[src/rtl/mdu_sequencer.sv]
// Iterative multiply/divide sequencer for the execute stage.
// Owns HI/LO; 32-iteration shift-add multiply and restoring divide.
module mdu_sequencer #(
    parameter int WIDTH = 32
) (
    input  logic             clk,
    input  logic             reset,
    input  logic             start,
    input  logic [1:0]       op,
    input  logic [WIDTH-1:0] a,
    input  logic [WIDTH-1:0] b,
    input  logic             mthi,
    input  logic             mtlo,
    input  logic [WIDTH-1:0] wdata,
    output logic [WIDTH-1:0] hi,
    output logic [WIDTH-1:0] lo,
    output logic             busy,
    output logic             done,
    output logic             divzero
);

    typedef enum logic [1:0] {
        IDLE,
        RUN,
        FIX
    } state_t;

    state_t state_q, state_d;

    logic [4:0]         cnt_q;
    logic [1:0]         op_q;
    logic               sa_q, sb_q, dz_q;
    logic [WIDTH-1:0]   opd_q;
    logic [2*WIDTH-1:0] acc_q;
    logic [WIDTH-1:0]   hi_q, lo_q;
    logic               done_q, divzero_q;

    logic               a_neg, b_neg;
    logic [WIDTH-1:0]   abs_a, abs_b;
    logic [WIDTH:0]     msum;
    logic [2*WIDTH-1:0] mul_nxt;
    logic [WIDTH:0]     dsh;
    logic [WIDTH-1:0]   ddiff;
    logic               dge;
    logic [2*WIDTH-1:0] div_nxt;
    logic [2*WIDTH-1:0] prod;
    logic [WIDTH-1:0]   quot, rem;
    logic [WIDTH-1:0]   fix_hi, fix_lo;

    always_ff @(posedge clk) begin
        if (reset) state_q <= IDLE;
        else       state_q <= state_d;
    end

    always_comb begin
        state_d = state_q;
        unique case (state_q)
            IDLE:    if (start) state_d = RUN;
            RUN:     if (cnt_q == 5'd0) state_d = FIX;
            FIX:     state_d = IDLE;
            default: state_d = IDLE;
        endcase
    end

    // Operand conditioning at issue: magnitudes plus sign bits
    always_comb begin
        a_neg = op[0] & a[WIDTH-1];
        b_neg = op[0] & b[WIDTH-1];
        abs_a = a_neg ? (~a + 1'b1) : a;
        abs_b = b_neg ? (~b + 1'b1) : b;
    end

    always_comb begin
        msum    = {1'b0, acc_q[2*WIDTH-1:WIDTH]} + {1'b0, opd_q};
        mul_nxt = {1'b0, acc_q[2*WIDTH-1:1]};
        if (acc_q[0]) mul_nxt = {msum, acc_q[WIDTH-1:1]};
    end

    // Shifted remainder needs WIDTH+1 bits before the compare
    always_comb begin
        dsh     = {acc_q[2*WIDTH-1:WIDTH], acc_q[WIDTH-1]};
        dge     = dsh >= {1'b0, opd_q};
        ddiff   = dsh[WIDTH-1:0] - opd_q;
        div_nxt = {dsh[WIDTH-1:0], acc_q[WIDTH-2:0], 1'b0};
        if (dge) div_nxt = {ddiff, acc_q[WIDTH-2:0], 1'b1};
    end

    always_comb begin
        prod   = (sa_q ^ sb_q) ? (~acc_q + 1'b1) : acc_q;
        quot   = acc_q[WIDTH-1:0];
        rem    = acc_q[2*WIDTH-1:WIDTH];
        fix_hi = prod[2*WIDTH-1:WIDTH];
        fix_lo = prod[WIDTH-1:0];
        if (op_q[1]) begin
            fix_lo = (sa_q ^ sb_q) ? (~quot + 1'b1) : quot;
            fix_hi = sa_q ? (~rem + 1'b1) : rem;
            if (dz_q) fix_lo = '1;
        end
    end

    always_ff @(posedge clk) begin
        if (reset) begin
            cnt_q     <= '0;
            op_q      <= '0;
            sa_q      <= 1'b0;
            sb_q      <= 1'b0;
            dz_q      <= 1'b0;
            opd_q     <= '0;
            acc_q     <= '0;
            hi_q      <= '0;
            lo_q      <= '0;
            done_q    <= 1'b0;
            divzero_q <= 1'b0;
        end else begin
            done_q    <= (state_q == FIX);
            divzero_q <= (state_q == FIX) && dz_q;
            unique case (state_q)
                IDLE: begin
                    if (start) begin
                        op_q  <= op;
                        sa_q  <= a_neg;
                        sb_q  <= b_neg;
                        dz_q  <= op[1] && (b == '0);
                        cnt_q <= 5'd31;
                        opd_q <= op[1] ? abs_b : abs_a;
                        acc_q <= op[1] ? {{WIDTH{1'b0}}, abs_a}
                                       : {{WIDTH{1'b0}}, abs_b};
                    end else begin
                        if (mthi) hi_q <= wdata;
                        if (mtlo) lo_q <= wdata;
                    end
                end
                RUN: begin
                    acc_q <= op_q[1] ? div_nxt : mul_nxt;
                    cnt_q <= cnt_q - 5'd1;
                end
                FIX: begin
                    hi_q <= fix_hi;
                    lo_q <= fix_lo;
                end
                default: ;
            endcase
        end
    end

    assign hi      = hi_q;
    assign lo      = lo_q;
    assign busy    = (state_q != IDLE);
    assign done    = done_q;
    assign divzero = divzero_q;

endmodule

[config.mk]
export PLATFORM = sky130hd
export DESIGN_NAME = mdu_sequencer
export DESIGN_NICKNAME = d
export VERILOG_FILES = /design/src/rtl/mdu_sequencer.sv
export SDC_FILE = /design/constraint.sdc
export NUM_CORES = 1
export LEC_CHECK = 0
export CORE_MARGIN = 2
export CORE_UTILIZATION = 45
export CTS_BUF_LIST = sky130_fd_sc_hd__clkbuf_4 sky130_fd_sc_hd__clkbuf_8
export DETAILED_ROUTE_END_ITERATION = 7
export DONT_BUFFER_PORTS = 1
export GPL_TIMING_DRIVEN = 0
export PLACE_DENSITY_LB_ADDON = 0.3
export SYNTH_ARGS = -nofsm -noshare
export SYNTH_HDL_FRONTEND = slang
export SYNTH_SLANG_ARGS = --single-unit
[constraint.sdc]
create_clock -name clk -period 3.75 [get_ports clk]
set_clock_uncertainty 0.2 [all_clocks]
set_input_delay 0.5625 -clock clk [delete_from_list [all_inputs] [get_ports clk]]
set_output_delay 0.5625 -clock clk [all_outputs]
set_load 0.05 [all_outputs]
---- After elaboration in Yosys (flattened, before gate mapping) ----
Index checks and enable logic that the tools add are counted.
storage, ports and cells
  bits of input ports ..................... 103
  output and inout bits ................... 67
  word-level logic and storage cells ...... 75
  register bits ........................... 174
operators by class
  reduce and logical (&&, ||, !) cells .... 13
  multiplexer cells ....................... 26
  $lt $le $gt $ge ......................... 1
  add/subtract/negate cells ............... 8
  eq/ne operators ......................... 7
  bitwise operators ....................... 8
operators by type and width
  cell                                               count
  2-to-1 mux 32 bit                                  13
  2-to-1 mux 64 bit                                  5
  adder 32 x 1 -> 32 bit (second input constant)     4
  NOT 32 bit                                         4
  case mux 32 bit (2 select lines)                   2
  case mux 64 bit (2 select lines)                   1
  adder 64 x 1 -> 64 bit (second input constant)     1
  NOT 64 bit                                         1
  adder 32 x 32 -> 33 bit                            1
  greater-or-equal comparator 33 x 32 -> 1 bit       1
  logical NOT 32 bit                                 1
  subtractor 32 bit                                  1
  inequality test 2 bit (second input constant)      5
  case mux 5 bit (2 select lines)                    1
  AND reduction 2 bit                                3
  AND reduction 3 bit                                2
  nonzero test 2 bit                                 3
  logical NOT 5 bit                                  1
  2-to-1 mux 5 bit                                   1
  subtractor 5 x 1 -> 5 bit (second input constant)  1
  2-to-1 mux 2 bit                                   2
  case mux 2 bit (2 select lines)                    1
  AND 1 bit                                          2
  == test 2 x 1 -> 1 bit (second input constant)     1
  4 further kinds                                    5

---- Longest topological paths before layout ----
Gate-level depths: netlist (run 1).
  word-level depth ........................ 6
  mapped depth ............................ 14
  mapped depth without buffers ............ 13

---- Worst setup path after synthesis (run 1) ----
Ideal clock, no wire load.
  kind .................................... flip-flop to flip-flop
  start ................................... register acc_q[31]
  end ..................................... register acc_q[62]
  slack ................................... 510 ps
  library setup time ...................... 61 ps
  stages on the path, launching flop included .. 14
  required time ........................... 3489 ps
  buffers on the path ..................... 0
  arrival ................................. 2979 ps
  period minus slack after synthesis ...... 3240 ps
  cells stage by stage .................... dfxtp_1 inv_1 ha_1 inv_1 fa_1 a21o_1 a221oi_1 a31o_2 o41a_1 nor3_1 o311ai_0 mux2_2 nand2_1 a32o_1
between the ends
  word-level cells in the longest chain between the ends .. 4
  elaborated cells between the ends (all ways) .. 5
  classes of those cells .................. add/sub (1); order compare (1); mux (3)
ends and longest elaborated chain
  item                                                                               RTL line  text
  start: declaration                                                                 34        logic [2*WIDTH-1:0] acc_q;
  start signal: assignment                                                           126       acc_q <= op[1] ? {{WIDTH{1'b0}}, abs_a}
  start signal: assignment                                                           134       acc_q <= op_q[1] ? div_nxt : mul_nxt;
  subtractor 32 bit or greater-or-equal comparator 33 x 32 -> 1 bit (tied branches)  83, 82
  2-to-1 mux 64 bit (*)                                                              85        if (dge) div_nxt = {ddiff, acc_q[WIDTH-2:0], 1'b1};
  2-to-1 mux 64 bit (*)                                                              134
  case mux 64 bit (2 select lines) (*)                                               117       unique case (state_q)
Mark *: on every way between the ends. The rest lies on a longest branch, timed or not.
A chain may end at the register's enable or synchronous reset.

---- Final worst setup path (run 1) ----
  start ................................... register acc_q[58]
  end ..................................... register acc_q[51]
between the ends
  word-level cells in the longest chain between the ends .. 4
ends and longest elaborated chain
  item                                          RTL line  text
  greater-or-equal comparator 33 x 32 -> 1 bit  82        dge = dsh >= {1'b0, opd_q};
  2-to-1 mux 64 bit                             85
  2-to-1 mux 64 bit                             134
  case mux 64 bit (2 select lines)              117
Every way passes these cells.

==> results of run 1 <==
## worst reg2reg max path, delay by kind of cell, from the launching register on
kind / cells / cell delay (ps)
buffers and inverters: 1 / 190
AOI/OAI and AO/OA: 5 / 1180
muxes: 1 / 290
adders and majority gates: 1 / 400
and+or+nand+nor: 3 / 690
DFF: 1 / 650
## logic make-up after synthesis
kind of cell,Yosys count
muxes,90
DFF,173
and+or+nand+nor,612
buffers and inverters,234
adders and majority gates,72
xor gates and xnor gates,168
AOI/OAI and AO/OA,672
## metrics by stage
stage / hold WS [ps] / setup WS [ps] / utilization (%) / setup TNS (ps)
floorplan: 235 / 510 / - / 0
global placement: 256 / -557 / 47.2 / -13360
detailed placement: 259 / -528 / 47.2 / -13580
CTS: 67.8 / 41.1 / 48.7 / 0
global route: 85.5 / -14.8 / 48.9 / -15.2
finish: 65.6 / 64.9 / 48.9 / 0
## cell type report
class	count	area (µm²)
clock buffers	18	241
flip-flops and latches	173	3480
clock inverters	14	168
well taps	448	561
plain buffers	162	659
repair buffers	5	37.5
inverters	69	263
multi-input cells	1614	10900
fillers	3334	17100
## flip-flops by register name (all words and copies together) (netlist names), 2 cells and up
register,count
hi,32
lo,32
state_q,2
opd_q,32
acc_q,64
cnt_q,5
## power by group
part	internal (W)	switching, W
combinational	0.000875	0.00155
sequential	0.00198	0.000351
clock	0.000516	0.000903
total	0.00337	0.00280
## how the worst max path moves through the flow
stage,end,slack [ps]
global placement,hi[30],-560
CTS,hi[30],40
global route,acc_q[57],-10
floorplan,acc_q[62],510
finish,acc_q[51],60
detailed placement,hi[30],-530
## repair_timing
action	4_1_cts	5_1_grt
setup endpoints to repair	50	42
setup buffers	2	3
gates cloned	0	0
pin swaps	1	6
resized for setup	21	17
## cell usage after synthesis (all sizes together) (8+ instances only)
| cell | n | area, µm² |
|---|---|---|
| o211ai | 34 | 255 |
| ha | 70 | 876 |
| a21o | 39 | 293 |
| a22o | 13 | 114 |
| a21oi | 206 | 1030 |
| and4 | 9 | 78.8 |
| a211oi | 76 | 571 |
| a221oi | 12 | 111 |
| clkbuf | 130 | 490 |
| inv | 68 | 255 |
| o221ai | 39 | 342 |
| nand3 | 32 | 160 |
| xnor2 | 91 | 797 |
| o21ai | 89 | 457 |
| nand4 | 13 | 87.6 |
| o41ai | 15 | 154 |
| nor2 | 165 | 619 |
| nor4 | 21 | 174 |
| dfxtp | 173 | 3460 |
| nand2b | 25 | 156 |
| o31ai | 23 | 173 |
| a22oi | 13 | 97.6 |
| nor2b | 26 | 163 |
| nand2 | 199 | 747 |
| and2 | 16 | 100 |
| or4 | 13 | 113 |
| or3 | 17 | 128 |
| mux2i | 83 | 831 |
| a31oi | 23 | 144 |
| o21bai | 8 | 60.1 |
| buf | 35 | 168 |
| a311oi | 16 | 140 |
| nor3 | 41 | 231 |
| and3 | 15 | 93.8 |
| xor2 | 77 | 674 |
## metal layers
| metal | vias to the layer above | GRT usage, % | wire, µm |
|---|---|---|---|
| met4 | 2 | 13.6 | 2470 |
| met3 | 159 | 8.87 | 7560 |
| li1 | 7459 | - | - |
| met5 | - | 0 | 10 |
| met2 | 1046 | 53.8 | 27300 |
| met1 | 7688 | 45.6 | 25500 |
==> flow_summary_export.csv, run 1 <==
group,metric,value,unit
outcome,outcome,"complete, no violations",
cts,htree_levels,4,
synth,synth-simple-area-share,19.8,%
placed_design,dpl_cell_area,15800,µm²
sta,fin_crit_sh,98.3,%
grt,antenna_found_initial,1,
die,initial_core_util,45.5,%
critical_path,critical_path_arrival,3890,ps
grt,grt_pass1_vias,15200,
critical_path,crit_chain,"ha_1, and4_1, and3_1, a221o_1, a21oi_1, nand3_2, o21ai_4, buf_4, mux2i_1, a211oi_1, o21ba_2",
min_path,min_path_cells,2,
critical_path,rr_endpoint,"acc_q[51]",
sta,finalSetupViolations,0,
cts,clk_pin_slew,120,ps
critical_path,required,3960,ps
sta,slew_headroom,26.1,%
cts,clock_latency,520,ps
placed_design,place_hpwl,50.5,mm
routing,vias_per_cell,6.53,
pwr,leakagePower,6.41,nW
placed_design,io_buffers,0,
layout,stdcell_count,2503,
cts,cts_tree,"done",
critical_path,cp_max_fo,9,
critical_path,crit_type,"reg2reg",
sta,max_freq,0.271,GHz
grt,track_usage,34.6,%
critical_path,r2r-start,"acc_q[58]",
layout,layout_common_cells,"a21oi_1 (205), nand2_1 (199), nor2_1 (165)",
grt,globalRouteOverflowTotal,0,
layout,drive_gt1_share,6.57,%
sta,finalMaxSlewViolations,0,
sta,period_minus_slack,3690,ps
die,rows,67,
routing,firstDrtPassIters,6,
critical_path,max_stage_delay,650,ps
pwr,irDropWorstVdd,0.000257,V
cts,cts_made_buffers,17,
routing,wire_per_inst,25.1,µm
synth,ys_async_sr_fraction,0,%
min_path,hold_start,"wdata[16]",
critical_path,startpoint,"acc_q[58]",
layout,area_delta_synth_final,7.31,%
synth,synth_ff_type,"dfxtp_1",
layout,nets,2217,
layout,postLayoutCellArea,16300,µm²
grt,grt_pass1_wl,94.1,mm
layout,n_antenna_cell,0,
die,ios,170,
layout,layout_commonest_cell,"a21oi_1",
placed_design,dp.cells,2469,
sta,final_hold_viol_count,0,
routing,route.detailed.drc,0,
critical_path,cpMaxStageDelayCell,"dfxtp_1",
routing,wirelength,62.8,mm
routing,ant_nets,0,
synth,synth.mux.area_fraction,5.97,%
synth,synth.avg_cell_area,7.54,µm²
critical_path,rr_worst_depth,11,
critical_path,worstSetupStartpointType,"register",
sta,tightest_slew,1100,ps
cts,cts-hold-fix-buffers,0,
critical_path,critPathBufInv,1,
critical_path,critPathCaptureType,"register",
critical_path,cp_num_cells,11,
routing,drtIter0Drc,1980,
synth,synth-seq-cells,173,
synth,synth_cell_types,87,
synth,synth_top_family_by_area,"compound AO/OA/AOI/OAI gates",
synth,synth-seq-area-share,22.7,%
min_path,min_to,"hi[16]",
die,chipHeight,188,µm
placed_design,gp_congestion,1.00,
synth,synth_xor_xnor_area_share,9.66,%
grt,grt_max_degree,20,
synth,syn_inst,2021,
cts,numClockSinks,173,
synth,netlist_area,15200,µm²
synth,synth_edf_count,0,
routing,vias,16400,
pwr,power,0.00617,W
synth,synth_compound_area_share,29.7,%
flow_run,maxCapViolations,0,
synth,yosys_warnings,0,
die,coreArea,33400,µm²
synth,synth_fa_ha_area_share,6.01,%
min_path,min_path_type,"in2reg",
critical_path,crit_family,"compound AO/OA/AOI/OAI gates",
die,die_area,35300,µm²
synth,syn-num-nets,2196,
cts,cts-root-buf,"clkbuf_8",
pwr,pwr_density_cell,378,nW/µm²
cts,clockBufferDepth,2,
critical_path,rrSetupSlack,60,ps
die,die_width,188,µm
No activity file was read; power rests on OpenSTA's default activity.
==> run 2: changes to the inputs <==
- PLACE_DENSITY_LB_ADDON: 0.3 -> default
==> flow_summary_export.csv, run 2 (same netlist as run 1, synthesis figures left out) <==
group,metric,value,unit
pwr,combPwrFrac,39.4,%
sta,period_minus_slack,3680,ps
cts,htree_levels,4,
sta,layout_setup_ws,72.8,ps
layout,stdcell_count,2503,
layout,area_delta_synth_final,7.28,%
routing,ant_nets,0,
routing,route.detailed.drc,0,
routing,vias,16400,
placed_design,dpl_cell_area,15800,µm²
pwr,switching_power,0.00280,W
grt,antenna_found_initial,1,
sta,finalMaxSlewViolations,0,
cts,cts-hold-fix-buffers,0,
placed_design,pre_cts_slack,-718,ps
sta,slew_headroom,22.6,%
layout,n_antenna_cell,0,
die,die_area,35300,µm²
pwr,leakagePower,6.40,nW
cts,cts_tree,"done",
layout,postLayoutCellArea,16300,µm²
critical_path,rr_worst_depth,13,
cts,clockBufferDepth,2,
placed_design,place_hpwl,51.4,mm
pwr,p_int,0.00337,W
sta,max_freq,0.272,GHz
critical_path,cp_max_fo,7,
critical_path,critical_path_arrival,3910,ps
min_path,min_path_type,"in2reg",
pwr,pwr_density_cell,378,nW/µm²
critical_path,worstSetupStartpointType,"register",
sta,tightest_slew,1140,ps
min_path,min_to,"hi[22]",
die,chipHeight,188,µm
pwr,seqPwrFrac,37.7,%
sta,setup_tns,0,ps
critical_path,rrSetupSlack,70,ps
pwr,power,0.00617,W
critical_path,crit_type,"reg2reg",
cts,numClockSinks,173,
layout,layout_common_cells,"a21oi_1 (205), nand2_1 (199), nor2_1 (164)",
critical_path,critPathCaptureType,"register",
placed_design,io_buffers,0,
cts,clock_latency,500,ps
die,coreArea,33400,µm²
pwr,switching_share,45.4,%
die,ios,170,
min_path,hold_start,"wdata[22]",
flow_run,maxCapViolations,0,
sta,fin_crit_sh,98.1,%
outcome,outcome,"complete, no violations",
routing,vias_per_cell,6.54,
critical_path,r2r-start,"acc_q[31]",
pwr,irDropWorstVdd,0.000239,V
layout,layout_commonest_cell,"a21oi_1",
routing,wirelength,64.0,mm
cts,cts_made_buffers,17,
die,rows,67,
sta,final_hold_viol_count,0,
routing,drtIter0Drc,2077,
die,die_width,188,µm
placed_design,dp.cells,2469,
routing,firstDrtPassIters,6,
die,initial_core_util,45.5,%
grt,grt_pass1_vias,15200,
sta,grt_setup_unrepaired,"false",
routing,wire_per_inst,25.6,µm
pwr,p_clk_share,22.9,%
placed_design,gp_congestion,1.01,
layout,drive_gt1_share,6.86,%
sta,finalSetupViolations,0,
grt,globalRouteOverflowTotal,0,
layout,largest_reg_flops,64,
min_path,min_path_cells,2,
layout,nets,2217,
critical_path,rr_endpoint,"acc_q[60]",
cts,clk_pin_slew,120,ps
grt,grt_max_degree,20,
cts,cts-root-buf,"clkbuf_8",
grt,grt_pass1_wl,94.9,mm
layout,largest_register,"acc_q",
grt,track_usage,35.0,%
critical_path,required,3980,ps
-- run 2: cell types whose count changed in the layout (fill, tap and decap cells not counted), sizes merged --
cell      before  now
clkbuf       144  143
inv           75   76
clkinv         7    6
clkinvlp       1    2
-- run 2: routing by layer --
layer,wire (µm),GRT usage (%)
met5,16,0
met4,2220,12.1
met3,6790,6.38
met2,27600,54.6
met1,27400,48.5
-- run 2: per-stage QoR --
| stage | util (%) | hold WS, ps |
|---|---|---|
| after global routing | 48.8 | 76.0 |
| after global placement | 47.2 | 258 |
| final | 48.8 | 74.7 |
| after floorplan | - | 235 |
| after detailed placement | 47.2 | 268 |
| after CTS | 48.6 | 74.4 |
-- run 2: cell type report --
type / count / area (µm²)
multi-input cells: 1614 / 10900
flip-flops and latches: 173 / 3490
fillers: 3368 / 17100
clock inverters: 15 / 168
plain buffers: 161 / 656
repair buffers: 6 / 45.0
well taps: 448 / 561
clock buffers: 17 / 234
inverters: 69 / 259
-- run 2: worst max-delay path, stage by stage, from the launching register on --
cell	delay [ps]
dfxtp_2	390
inv_1	180
ha_1	210
inv_1	60
fa_1	400
a21o_1	240
a221oi_4	320
a31o_2	250
o41a_1	290
nor3_1	130
o21ai_0	230
mux2_2	360
o211a_1	210
o221ai_1	160
-- run 2: power by group through the flow --
stage	registers (W)	logic [W]	clock network [W]
floorplan	0.00227	0.00169	0
global placement	0.00235	0.00231	0
detailed placement	0.00235	0.00232	0
CTS	0.00231	0.00235	0.00139
global route	0.00233	0.00261	0.00146
finish	0.00233	0.00243	0.00141
-- run 2: worst max path at each step --
| stage | depth (start not counted) | endpoint | startpoint | slack [ps] |
|---|---|---|---|---|
| final | 13 | acc_q[60] | acc_q[31] | 70 |
| after global routing | 11 | acc_q[60] | acc_q[36] | 3 |
| after CTS | 10 | acc_q[58] | acc_q[44] | 8 |
| after detailed placement | 13 | hi[30] | acc_q[0] | -720 |
| after global placement | 13 | hi[30] | acc_q[0] | -740 |
| after floorplan | 13 | acc_q[62] | acc_q[31] | 510 |
-- run 2: repair_timing --
item,4_1_cts,5_1_grt
buffers inserted,3,3
setup endpoints to repair,53,34
resized for setup,18,24
pin swaps,1,3
==> run 3: changes to the inputs <==
--- a/constraint.sdc
+++ b/constraint.sdc
@@ -3,3 +3,3 @@
 set_input_delay 0.5625 -clock clk [delete_from_list [all_inputs] [get_ports clk]]
 set_output_delay 0.5625 -clock clk [all_outputs]
-set_load 0.05 [all_outputs]
+set_load 0.005 [all_outputs]
==> results of run 3 <==
Same layout as run 2 (identical final DEF). Status: complete, no violations.
Main changes from that run: total power 0.00617 W -> 0.00602 W
